===== config.mk =====
export PLATFORM = sky130hd
export DESIGN_NAME = prng_share_ctrl
export DESIGN_NICKNAME = d
export VERILOG_FILES = /design/src/rtl/prng_share_ctrl.sv
export SDC_FILE = /design/constraint.sdc
export NUM_CORES = 1
export LEC_CHECK = 0
export BUFFER_PORTS_ARGS = -buffer_cell sky130_fd_sc_hd__buf_2
export CAP_MARGIN = 20
export CORE_ASPECT_RATIO = 1.1
export CORE_UTILIZATION = 61
export CTS_BUF_LIST = sky130_fd_sc_hd__clkbuf_8
export CTS_CLUSTER_DIAMETER = 100
export DETAILED_ROUTE_END_ITERATION = 10
export PLACE_DENSITY_LB_ADDON = 0.08
export REMOVE_ABC_BUFFERS = 1
export SLEW_MARGIN = 10
export SYNTH_ARGS = -nofsm -noshare
export SYNTH_HDL_FRONTEND = slang
export SYNTH_SLANG_ARGS = --single-unit

===== constraint.sdc =====
create_clock -name clk -period 6.05 [get_ports clk]
set_clock_uncertainty 0.1 [all_clocks]
set_input_delay 0.605 -clock clk [delete_from_list [all_inputs] [get_ports clk]]
set_output_delay 0.605 -clock clk [all_outputs]
set_load 0.01 [all_outputs]

===== src/rtl/prng_share_ctrl.sv =====
`default_nettype none
// ============================================================================
// Module      : prng_share_ctrl
// Description : Seeds a xoshiro128++ core, discards warm-up outputs,
//               prefetches random words into a small FIFO and hands them out
//               one word per grant to NREQ requesters in round-robin order.
// Revision    : 1.0 - initial release
// ============================================================================
module prng_share_ctrl #(
    parameter int           NREQ   = 4,
    parameter int           DEPTH  = 4,
    parameter int           WARMUP = 8,
    parameter logic [127:0] SEED   = 128'h00000004_00000003_00000002_00000001
) (
    input  logic                     clk,
    input  logic                     rst_n,
    input  logic                     reseed,
    input  logic [127:0]             seed_in,
    input  logic [NREQ-1:0]          req,
    output logic [NREQ-1:0]          gnt,
    output logic [31:0]              rdata,
    output logic [$clog2(DEPTH):0]   level,
    output logic                     busy,
    output logic                     core_write,
    output logic [1:0]               core_waddr,
    output logic [31:0]              core_wdata,
    output logic                     core_next,
    input  logic [31:0]              core_rnd
);

    localparam int                c_aw       = $clog2(DEPTH);
    localparam int                c_pw       = (NREQ > 1) ? $clog2(NREQ) : 1;
    localparam logic [c_aw:0]     c_depth    = (c_aw+1)'(DEPTH);
    localparam logic [c_pw:0]     c_nreq     = (c_pw+1)'(NREQ);
    localparam logic [c_pw-1:0]   c_last_req = c_pw'(NREQ-1);
    localparam logic [7:0]        c_warm_last = 8'(WARMUP-1);

    typedef enum logic [1:0] {
        ST_SEED = 2'd0,
        ST_WARM = 2'd1,
        ST_RUN  = 2'd2
    } state_t;

    state_t            r_state;
    state_t            w_state_nxt;
    logic [7:0]        r_cnt;
    logic [7:0]        w_cnt_nxt;
    logic [127:0]      r_seed;
    logic [31:0]       r_fifo [DEPTH];
    logic [c_aw-1:0]   r_wr_ptr;
    logic [c_aw-1:0]   r_rd_ptr;
    logic [c_aw:0]     r_level;
    logic [c_pw-1:0]   r_rr_ptr;

    logic              w_active;
    logic              w_found;
    logic              w_pop;
    logic              w_push;
    logic [c_pw-1:0]   w_gnt_idx;
    logic [c_pw:0]     w_idx_sum;

    // Round-robin search: first requester at or after the pointer, wrapping.
    always_comb begin
        w_found   = 1'b0;
        w_gnt_idx = '0;
        w_idx_sum = '0;
        for (int i = 0; i < NREQ; i++) begin
            w_idx_sum = {1'b0, r_rr_ptr} + (c_pw+1)'(i);
            if (w_idx_sum >= c_nreq) begin
                w_idx_sum = w_idx_sum - c_nreq;
            end
            if (!w_found && req[w_idx_sum[c_pw-1:0]]) begin
                w_found   = 1'b1;
                w_gnt_idx = w_idx_sum[c_pw-1:0];
            end
        end
    end

    // Handshake and core strobes; reset and reseed suppress every action.
    always_comb begin
        w_active   = rst_n && !reseed;
        w_pop      = w_active && (r_state == ST_RUN) && (r_level != '0) && w_found;
        w_push     = w_active && (r_state == ST_RUN) && ((r_level < c_depth) || w_pop);
        gnt        = '0;
        if (w_pop) begin
            gnt[w_gnt_idx] = 1'b1;
        end
        core_write = w_active && (r_state == ST_SEED);
        core_waddr = core_write ? r_cnt[1:0] : 2'd0;
        core_wdata = core_write ? r_seed[{r_cnt[1:0], 5'd0} +: 32] : 32'd0;
        core_next  = w_push || (w_active && (r_state == ST_WARM));
        busy       = (r_state != ST_RUN);
        level      = r_level;
        rdata      = r_fifo[r_rd_ptr];
    end

    // Next-state logic: SEED walks 4 addresses, WARM counts WARMUP steps.
    always_comb begin
        w_state_nxt = r_state;
        w_cnt_nxt   = r_cnt;
        if (reseed) begin
            w_state_nxt = ST_SEED;
            w_cnt_nxt   = 8'd0;
        end else begin
            case (r_state)
                ST_SEED: begin
                    if (r_cnt[1:0] == 2'd3) begin
                        w_cnt_nxt   = 8'd0;
                        w_state_nxt = (WARMUP > 0) ? ST_WARM : ST_RUN;
                    end else begin
                        w_cnt_nxt = r_cnt + 8'd1;
                    end
                end
                ST_WARM: begin
                    if (r_cnt == c_warm_last) begin
                        w_cnt_nxt   = 8'd0;
                        w_state_nxt = ST_RUN;
                    end else begin
                        w_cnt_nxt = r_cnt + 8'd1;
                    end
                end
                ST_RUN: begin
                    w_cnt_nxt = r_cnt;
                end
                default: begin
                    w_state_nxt = ST_SEED;
                    w_cnt_nxt   = 8'd0;
                end
            endcase
        end
    end

    // FSM state register.
    always_ff @(posedge clk) begin
        if (!rst_n) begin
            r_state <= ST_SEED;
            r_cnt   <= 8'd0;
        end else begin
            r_state <= w_state_nxt;
            r_cnt   <= w_cnt_nxt;
        end
    end

    // Active seed, FIFO pointers/occupancy and round-robin pointer.
    always_ff @(posedge clk) begin
        if (!rst_n) begin
            r_seed   <= SEED;
            r_wr_ptr <= '0;
            r_rd_ptr <= '0;
            r_level  <= '0;
            r_rr_ptr <= '0;
        end else if (reseed) begin
            r_seed   <= seed_in;
            r_wr_ptr <= '0;
            r_rd_ptr <= '0;
            r_level  <= '0;
        end else begin
            if (w_push) begin
                r_wr_ptr <= r_wr_ptr + c_aw'(1);
            end
            if (w_pop) begin
                r_rd_ptr <= r_rd_ptr + c_aw'(1);
                r_rr_ptr <= (w_gnt_idx == c_last_req) ? '0 : w_gnt_idx + c_pw'(1);
            end
            if (w_push && !w_pop) begin
                r_level <= r_level + (c_aw+1)'(1);
            end else if (!w_push && w_pop) begin
                r_level <= r_level - (c_aw+1)'(1);
            end
        end
    end

    // FIFO storage; words land in generation order.
    always_ff @(posedge clk) begin
        if (w_push) begin
            r_fifo[r_wr_ptr] <= core_rnd;
        end
    end

endmodule
`default_nettype wire

==> reports/metrics.csv, run 1 <==
stage,metric,value,unit
outcome,status,finished clean,
power_and_ir_drop,p_leak,5.667,nW
global_route,grt_pass1_vias,7313,
final_layout,post-route-util,74.91,%
timing,slew_violations,0,
synthesis,netlist_instances,798,
timing,min_period_over_period,54.10,%
final_layout,post_layout_nonfiller_instances,1324,
route,drt-wirelength-per-cell,17.28,µm
placed_design,dp.cells,1242,
timing,max-slew-margin-rel,29.43,%
timing,post-route-min-period,3.273,ns
synthesis,synth_commonest_cells,"149 x dfxtp_1, 132 x mux2i_1, 128 x edfxtp_1, 125 x nor2b_1, 64 x mux4_2",
worst_setup_path,end_kind,output pin,
synthesis,synth_edf_count,128,
timing,holdWs,0.1828,ns
worst_setup_path,cp.required,5.34,ns
die,die_x,133.8,µm
timing,fmax,305.5,MHz
worst_setup_path,cp_max_fo,28,
placed_design,place_congestion,0.7497,
clock_network,clockBufferDepth,3,
timing,hold_violations,0,
power_and_ir_drop,pwr-share-seq,53.6,%
synthesis,ys.flop_type,dfxtp_1,
timing,rsz0062_at_grt,false,
clock_network,cts_setup_buffers,0,
synthesis,yosys_warnings,0,
placed_design,dp_hpwl,15.13,mm
die,initial_utilization,62.83,%
run,max-cap-violations,0,
placed_design,port_buffers,242,
power_and_ir_drop,power_density,273.8,nW/µm²
synthesis,synth_top_cell_by_area,edfxtp_1,
route,drtIter0Drc,267,
global_route,antenna_found_initial,6,
route,routed_wl,22.89,mm
worst_setup_path,start_kind,flip-flop,
die,core,18540,µm²
synthesis,synth_area,11650,µm²
worst_setup_path,r2r_start,r_state[1]$_SDFFE_PP0P_,
global_route,grt_usage,23.52,%
clock_network,root_buffer,clkbuf_8,
min_path,hp-class,input pin to flip-flop,
worst_setup_path,rrSetupSlack,2.97,ns
global_route,grt-ovfl-total,0,
synthesis,synth.top_cell.area_share,32.99,%
clock_network,tritoncts,yes,
power_and_ir_drop,p_comb_share,6.9,%
global_route,grt_pass1_wl,36.09,mm
power_and_ir_drop,p_switching,0.0008300,W
route,drt_pass1_iterations,6,
die,rows,52,
worst_setup_path,worstPathArrival,2.57,ns
worst_setup_path,rr_worst_depth,8,
clock_network,cts_max_level,2,
die,dieArea,19660,µm²
route,dr_total_vias,7134,
route,viasPerCell,5.388,
worst_setup_path,reg2reg_to,level[2]$_SDFFE_PP0P_,
global_route,grt_max_degree,131,
power_and_ir_drop,p_int,0.002973,W
clock_network,clk_latency,0.53,ns
worst_setup_path,cp-startpoint,r_cnt[0]$_SDFFE_PP0P_,
power_and_ir_drop,clkPwrFrac,39.4,%
timing,final-setup-viol-count,0,
final_layout,syn_to_final_growth,19.21,%
synthesis,synthArstFlopShare,0,%
synthesis,ys_top_cells_by_area,"edfxtp_1 33%, dfxtp_1 26%, mux4_2 12%, mux2i_1 11%, nor2b_1 6.7%",
worst_setup_path,worstSetupPathType,flip-flop to output pin,
synthesis,ys_ff_latch,277,
final_layout,drive_gt1_share,36.18,%
min_path,hp-start,core_rnd[28],
clock_network,cts_made_buffers,44,
timing,tns,0,ns
final_layout,nNetsFinal,1224,
die,dieHeight,147.0,µm
placed_design,pre_cts_ws,2.646,ns
route,antenna_left,0,
power_and_ir_drop,p_sw_share,21.82,%
clock_network,cts_sinks,277,
power_and_ir_drop,peakVddDrop,0.2201,mV
route,drc,0,
synthesis,synth.distinct_cells,49,
clock_network,ctsResizeCount,0,
min_path,hold_depth,1,
min_path,min_to,r_fifo[1][28]$_DFFE_PP_,
clock_network,ctsHoldBuffers,0,
timing,fin_ws,2.777,ns
synthesis,yosysSeqAreaShare,58.59,%
timing,worst_slew_pin_slew,1.059,ns
clock_network,clkTransAtPathRegs,0.06,ns
die,ioPinCount,243,
synthesis,synth.avg_cell_area,14.60,µm²
synthesis,synthMostInstantiatedCell,dfxtp_1,
flip-flops by register name, indices dropped and copies added, names as in the netlist, named ones only:
signal / count
r_state: 2
r_fifo: 128
level: 3
r_rr_ptr: 2
r_rd_ptr: 2
r_cnt: 8
r_wr_ptr: 2
r_seed: 128
power by group through the flow:
| stage | combinational, W | clock (W) | sequential, W |
|---|---|---|---|
| after floorplan | 0.000138 | 0 | 0.00207 |
| after global placement | 0.000258 | 0 | 0.00208 |
| after detailed placement | 0.000267 | 0 | 0.00208 |
| after CTS | 0.000267 | 0.00154 | 0.00204 |
| after global routing | 0.000290 | 0.00163 | 0.00204 |
| final | 0.000264 | 0.00150 | 0.00204 |
cells by family after synthesis:
group | Yosys count | synth area share (%)
compound gates | 31 | 1.901
buf+inv | 61 | 2.384
simple gates | 215 | 11.61
xor+xnor | 6 | 0.4510
mux | 196 | 23.71
fa+ha+maj | 12 | 1.353
flops | 277 | 58.59
cells in the final DEF (no fill, tap or decap), types with 2 or more instances in the layout:
cell type	count
nand2b_1	5
nand3_1	2
clkinv_2	4
buf_2	241
edfxtp_1	128
nor3_4	2
xnor2_1	4
nor2b_1	125
buf_4	10
inv_1	26
mux2i_1	132
nand2_1	10
nor3_1	4
o21ai_0	2
or2_2	2
dfxtp_2	3
mux4_2	64
and4_1	2
diode_2	3
a21o_1	2
xor2_1	2
dfxtp_1	146
and2_1	43
nand3b_1	4
nor2_1	10
clkinvlp_4	2
o22a_1	2
a31oi_1	5
ha_1	11
a21oi_1	7
clkbuf_8	55
per-stage QoR:
| stage | total power (W) | cell area, µm² |
|---|---|---|
| floorplan | 0.002210 | 11410 |
| global placement | 0.002336 | 13010 |
| detailed placement | 0.002345 | 13020 |
| CTS | 0.003847 | 13880 |
| global route | 0.003962 | 13890 |
| finish | 0.003804 | 13890 |
layout make-up:
type	count	area, µm²
diodes	3	7.507
clock buffers	55	757.0
clock inverters	24	102.6
fillers	1237	4653
inverters	9	33.78
multi-input cells	460	4547
flip-flops and latches	277	6830
well taps	243	304.0
repair buffers	253	1308
critical path: stages (launching register included):
cell	delay [ns]
dfxtp_2	0.57
buf_4	0.54
mux4_2	0.62
and2_1	0.17
buf_2	0.13
routing by layer:
metal | wire (µm) | vias up | share of wire (%) | global-route usage (%)
met5 | 18 | - | 0.079 | 0
met4 | 330 | 4 | 1.4 | 7.273
met3 | 1921 | 37 | 8.4 | 8.075
met2 | 11560 | 236 | 51 | 40.44
met1 | 9054 | 3432 | 40 | 27.63
li1 | - | 3425 | - | -
how the worst max path moves through the flow:
stage	depth (start not counted)	slack, ns	to
2_1_floorplan	2	2.98	core_wdata[0]
3_3_place_gp	5	2.50	core_wdata[31]
3_5_place_dp	9	2.65	level[2]$_SDFFE_PP0P_
4_1_cts	4	2.68	core_wdata[13]
5_1_grt	4	2.57	core_wdata[13]
6_report	4	2.78	core_wdata[13]
Power figures use the tool's default switching activity.
==> run 2, diff against run 1 <==
Settings changed: CORE_UTILIZATION 61 to 51.
Clock period 6.05 ns to 2.7 ns, I/O delays scaled along.
==> reports/metrics.csv, run 2 (synthesis gave the netlist of run 1 again) <==
stage,metric,value,unit,change
worst_setup_path,cp.required,2.33,ns,-3.01 ns
clock_network,tritoncts,yes,,
outcome,status,finished clean,,
final_layout,final_common_cell,buf_2,,
final_layout,seqCellArea,6830,µm²,unchanged
clock_network,cts_max_level,2,,unchanged
global_route,grt_usage,22.14,%,-1.4 points
route,routed_wl,25.54,mm,+12%
worst_setup_path,cp_max_fo,6,,-79%
final_layout,multi_input_area,4547,µm²,unchanged
timing,slew_violations,0,,unchanged
final_layout,final_cell_mix,"241 x buf_2, 160 x dlygate4sd3_1, 146 x dfxtp_1",,
timing,final-setup-viol-count,0,,unchanged
worst_setup_path,worstPathArrival,2.12,ns,-0.45 ns
die,initial_utilization,52.36,%,-10 points
die,dieHeight,160.5,µm,+9.2%
clock_network,cts_sinks,277,,unchanged
route,drc,0,,unchanged
route,dr_total_vias,7755,,+8.7%
global_route,grt-ovfl-total,0,,unchanged
route,drt-wirelength-per-cell,16.53,µm,-4.4%
run,max-cap-violations,0,,unchanged
timing,fmax,401.3,MHz,
worst_setup_path,worstSetupPathType,flip-flop to output pin,,
die,ioPinCount,243,,unchanged
clock_network,root_buffer,clkbuf_8,,
route,drt_pass1_iterations,4,,-2
power_and_ir_drop,p_leak,6.404,nW,+13%
timing,post-route-min-period,2.492,ns,
timing,max-slew-margin-rel,27.46,%,-2.0 points
clock_network,clockBufferDepth,3,,unchanged
worst_setup_path,cp-startpoint,r_rr_ptr[1]$_SDFFE_PN0P_,,
placed_design,place_congestion,0.7370,,-1.7%
placed_design,dp_hpwl,14.85,mm,-1.9%
die,rows,57,,+9.6%
global_route,grt_pass1_wl,41.30,mm,+14%
global_route,grt_pass1_vias,8313,,+14%
timing,hold_violations,0,,unchanged
min_path,hold_depth,4,,+3
worst_setup_path,r2r_start,r_state[0]$_SDFFE_PP0P_,,
power_and_ir_drop,peakVddDrop,0.4791,mV,+120%
die,dieArea,23460,µm²,+19%
final_layout,n_fill_cell,1578,,+28%
die,core,22250,µm²,+20%
route,antenna_left,0,,unchanged
worst_setup_path,rrSetupSlack,0.32,ns,-2.65 ns
final_layout,post_layout_nonfiller_instances,1545,,+17%
timing,rsz0062_at_grt,false,,
min_path,hp-start,req[0],,
placed_design,port_buffers,242,,unchanged
final_layout,syn_to_final_growth,34.55,%,
route,viasPerCell,5.019,,-6.8%
die,die_x,146.1,µm,+9.2%
placed_design,dp.cells,1303,,+4.9%
final_layout,nNetsFinal,1393,,+14%
clock_network,clkTransAtPathRegs,0.06,ns,about the same
global_route,grt_max_degree,131,,unchanged
power_and_ir_drop,power_density,561.1,nW/µm²,+100%
min_path,min_to,r_rr_ptr[0]$_SDFFE_PN0P_,,
timing,min_period_over_period,92.29,%,
global_route,antenna_found_initial,1,,-5
timing,holdWs,0.1548,ns,-0.02802 ns
worst_setup_path,start_kind,flip-flop,,
clock_network,clk_latency,0.53,ns,about the same
worst_setup_path,reg2reg_to,level[2]$_SDFFE_PP0P_,,
min_path,hp-class,input pin to flip-flop,,
worst_setup_path,end_kind,output pin,,
clock_network,ctsResizeCount,0,,unchanged
route,drtIter0Drc,304,,+14%
clock_network,cts_setup_buffers,0,,unchanged
timing,worst_slew_pin_slew,1.088,ns,+0.02962 ns
clock_network,ctsHoldBuffers,160,,+160
worst_setup_path,rr_worst_depth,8,,unchanged
final_layout,reg_top3,"r_fifo (128), r_seed (128), r_cnt (8)",,
final_layout,drive_gt1_share,31.95,%,-4.2 points
clock_network,cts_made_buffers,44,,unchanged
## run 2: cell count changes in the layout (fill, tap and decap cells not counted)
cell / delta
buf_12: +4
buf_4: +6
buf_8: -1
clkbuf_8: +1
clkinv_1: +3
clkinvlp_4: -2
diode_2: -2
dlygate4sd3_1: +160
inv_1: -1
inv_6: +1
## run 2: final cells by class
| cell class | count | area share, % |
|---|---|---|
| flip-flops and latches | 277 | 43.57 |
| clock buffers | 56 | 4.917 |
| clock inverters | 25 | 0.6625 |
| multi-input cells | 460 | 29.00 |
| diodes | 1 | 0.01596 |
| repair buffers | 422 | 19.26 |
| well taps | 295 | 2.355 |
| inverters | 9 | 0.2155 |
## run 2: critical path, stage by stage, from the launching register on
cell	delay [ns]
dfxtp_1	0.42
mux2i_1	0.21
o221ai_1	0.17
or2_2	0.34
ha_1	0.19
and2_1	0.13
buf_2	0.13
## run 2: per-stage QoR
stage          power, W  cell area, µm²  worst slack (ns)  util [%]  setup TNS [ns]
2_1_floorplan  0.004953           11410           -0.2076         -          -2.061
3_3_place_gp   0.005249           13200            0.2453     59.31               0
3_5_place_dp   0.005265           13200            0.2180     59.31               0
4_1_cts        0.008898           15670            0.1658     70.44               0
5_1_grt        0.009187           15680           0.07825     70.45               0
6_report       0.008796           15680            0.2083     70.45               0
## run 2: worst max-delay path by stage
stage                            end  depth (start not counted)
6_report                      gnt[2]                          6
5_1_grt                       gnt[0]                          7
4_1_cts                       gnt[2]                          7
3_5_place_dp   level[2]$_SDFFE_PP0P_                          9
3_3_place_gp   level[2]$_SDFFE_PP0P_                          9
2_1_floorplan  r_cnt[6]$_SDFFE_PP0P_                          5
## run 2: routing by layer
metal	track usage [%]	part of all wire, %	up-vias
li1	-	-	3757
met1	26.33	42	3722
met2	39.04	50	231
met3	5.426	5.8	45
met4	7.860	2.3	0
met5	0	0	-
## run 2: report_power, final
| part | leakage [nW] | total (W) | internal, W | switching (W) |
|---|---|---|---|---|
| Clock | 0.514 | 0.00343 | 0.00186 | 0.00156 |
| Sequential | 2.38 | 0.00456 | 0.00450 | 0.0000588 |
| Combinational | 3.51 | 0.000809 | 0.000491 | 0.000319 |
==> run 3, diff against run 2 <==
Settings changed: CORE_MARGIN set to 5, CORE_UTILIZATION 51 to 57, PLACE_DENSITY set to 0.84, PLACE_DENSITY_LB_ADDON 0.08 to not set.
Clock period 2.7 ns to 2.65 ns, I/O delays scaled along.
==> reports/metrics.csv, run 3 (synthesis gave the netlist of run 1 again) <==
stage,metric,value,unit,change
clock_network,cts_made_buffers,44,,unchanged
route,routed_wl,30.15,mm,+18%
route,drt-wirelength-per-cell,20.01,µm,+21%
power_and_ir_drop,p_leak,6.407,nW,about the same
global_route,grt_pass1_wl,47.79,mm,+16%
timing,fin_ws,0.1268,ns,-0.08144 ns
final_layout,final_common_cell,buf_2,,
worst_setup_path,start_kind,flip-flop,,
die,dieHeight,160.0,µm,-0.36%
worst_setup_path,end_kind,output pin,,
global_route,antenna_found_initial,4,,+3
clock_network,cts_max_level,2,,unchanged
route,antenna_left,0,,unchanged
global_route,grt_max_degree,129,,-1.5%
clock_network,clkTransAtPathRegs,0.06,ns,about the same
min_path,hp-class,input pin to flip-flop,,
clock_network,clk_latency,0.54,ns,about the same
route,drtIter0Drc,354,,+16%
worst_setup_path,cp.required,2.29,ns,-0.04 ns
global_route,grt_usage,25.49,%,+3.3 points
die,core,20000,µm²,-10%
power_and_ir_drop,peakVddDrop,0.4374,mV,-8.7%
die,dieArea,23400,µm²,-0.22%
clock_network,tritoncts,yes,,
timing,tns,0,ns,unchanged
clock_network,cts_sinks,277,,unchanged
final_layout,reg_top3,"r_fifo (128), r_seed (128), r_cnt (8)",,
route,dr_total_vias,8249,,+6.4%
final_layout,n_fill_cell,1041,,-34%
final_layout,nNetsFinal,1398,,+0.36%
global_route,grt-ovfl-total,0,,unchanged
route,drt_pass1_iterations,5,,+1
clock_network,root_buffer,clkbuf_8,,
final_layout,drive_gt1_share,32.35,%,+0.40 points
timing,final-setup-viol-count,0,,unchanged
worst_setup_path,r2r_start,level[0]$_SDFFE_PP0P_,,
run,max-cap-violations,0,,unchanged
worst_setup_path,cp_max_fo,3,,-3
placed_design,place_congestion,0.7973,,+8.2%
die,ioPinCount,243,,unchanged
timing,slew_violations,0,,unchanged
placed_design,dp_hpwl,16.39,mm,+10%
power_and_ir_drop,power_density,579.1,nW/µm²,+3.2%
final_layout,seqCellArea,6834,µm²,about the same
timing,rsz0062_at_grt,false,,
die,initial_utilization,58.26,%,+5.9 points
min_path,hp-start,rst_n,,
placed_design,port_buffers,242,,unchanged
outcome,status,finished clean,,
placed_design,pre_cts_ws,0.3349,ns,+0.1169 ns
power_and_ir_drop,p_total,0.009070,W,+3.1%
timing,max-slew-margin-rel,35.00,%,+7.5 points
route,drc,0,,unchanged
worst_setup_path,worstSetupPathType,flip-flop to output pin,,
timing,worst_slew_pin_slew,0.9749,ns,-0.1132 ns
final_layout,design_area,15660,µm²,about the same
clock_network,clockBufferDepth,3,,unchanged
die,die_x,146.3,µm,+0.14%
worst_setup_path,worstPathArrival,2.16,ns,+0.04 ns
placed_design,post_dp_cell_area,13170,µm²,-0.24%
final_layout,multi_input_area,4547,µm²,unchanged
die,rows,54,,-5.3%
global_route,grt_pass1_vias,8868,,+6.7%
timing,hold_violations,0,,unchanged
worst_setup_path,cp-startpoint,r_rr_ptr[0]$_SDFFE_PN0P_,,
timing,post-route-min-period,2.523,ns,
timing,fmax,396.3,MHz,
final_layout,syn_to_final_growth,34.42,%,about the same
route,viasPerCell,5.474,,+9.1%
final_layout,final_cell_mix,"241 x buf_2, 162 x dlygate4sd3_1, 145 x dfxtp_1",,
timing,min_period_over_period,95.21,%,
-- run 3: through the flow --
stage          std cells  hold slack (ns)  utilization (%)
4_1_cts             1504          0.05677            78.27
3_3_place_gp        1263           0.3503            65.83
6_report            1507          0.08891            78.31
3_5_place_dp        1263           0.3586            65.83
2_1_floorplan        746           0.2269                -
5_1_grt             1507          0.08569            78.31
-- run 3: per-layer routing --
metal,vias to the layer above,track usage [%],part of all wire [%]
met1,3984,30.98,38
met4,2,9.538,3.1
li1,3776,-,-
met2,406,43.10,50
met5,-,0,0.036
met3,81,7.653,8.6
-- run 3: path summary, 6_finish.rpt --
| path | end | cells after the start | slack [ns] |
|---|---|---|---|
| worst max-delay path | gnt[2] | 7 | 0.13 |
| worst min-delay path | r_rr_ptr[1]$_SDFFE_PN0P_ | 3 | 0.09 |
| worst max register to register | level[2]$_SDFFE_PP0P_ | 9 | 0.32 |
| worst min register to register | r_cnt[7]$_SDFFE_PP0P_ | 1 | 0.39 |
-- run 3: power by group --
part	switching (W)	leakage [nW]	internal, W	total (W)
Clock	0.00167	0.497	0.00187	0.00354
Combinational	0.000354	3.53	0.000505	0.000859
Sequential	0.0000818	2.38	0.00459	0.00467
-- run 3: area by class of cell --
type / count / area share [%]
inverters: 9 / 0.2157
well taps: 252 / 2.013
multi-input cells: 460 / 29.03
clock buffers: 51 / 4.482
clock inverters: 28 / 1.023
diodes: 3 / 0.04793
flip-flops and latches: 277 / 43.64
repair buffers: 427 / 19.55
-- run 3: worst max-delay path: stages (launching register included) --
cell and delay, ns:
dfxtp_1 0.33, inv_1 0.10, a2bb2oi_1 0.20, o221ai_1 0.20
or2_2 0.33, ha_1 0.19, and2_1 0.12, buf_2 0.13
-- run 3: what timing repair did --
action | CTS | global route
resized for setup | 1 | 1
hold buffers | 162 | 0
setup endpoints to repair | 12 | 1
hold endpoints to repair | 256 | 0
buffers inserted | 0 | 0
pin swaps | 0 | 0
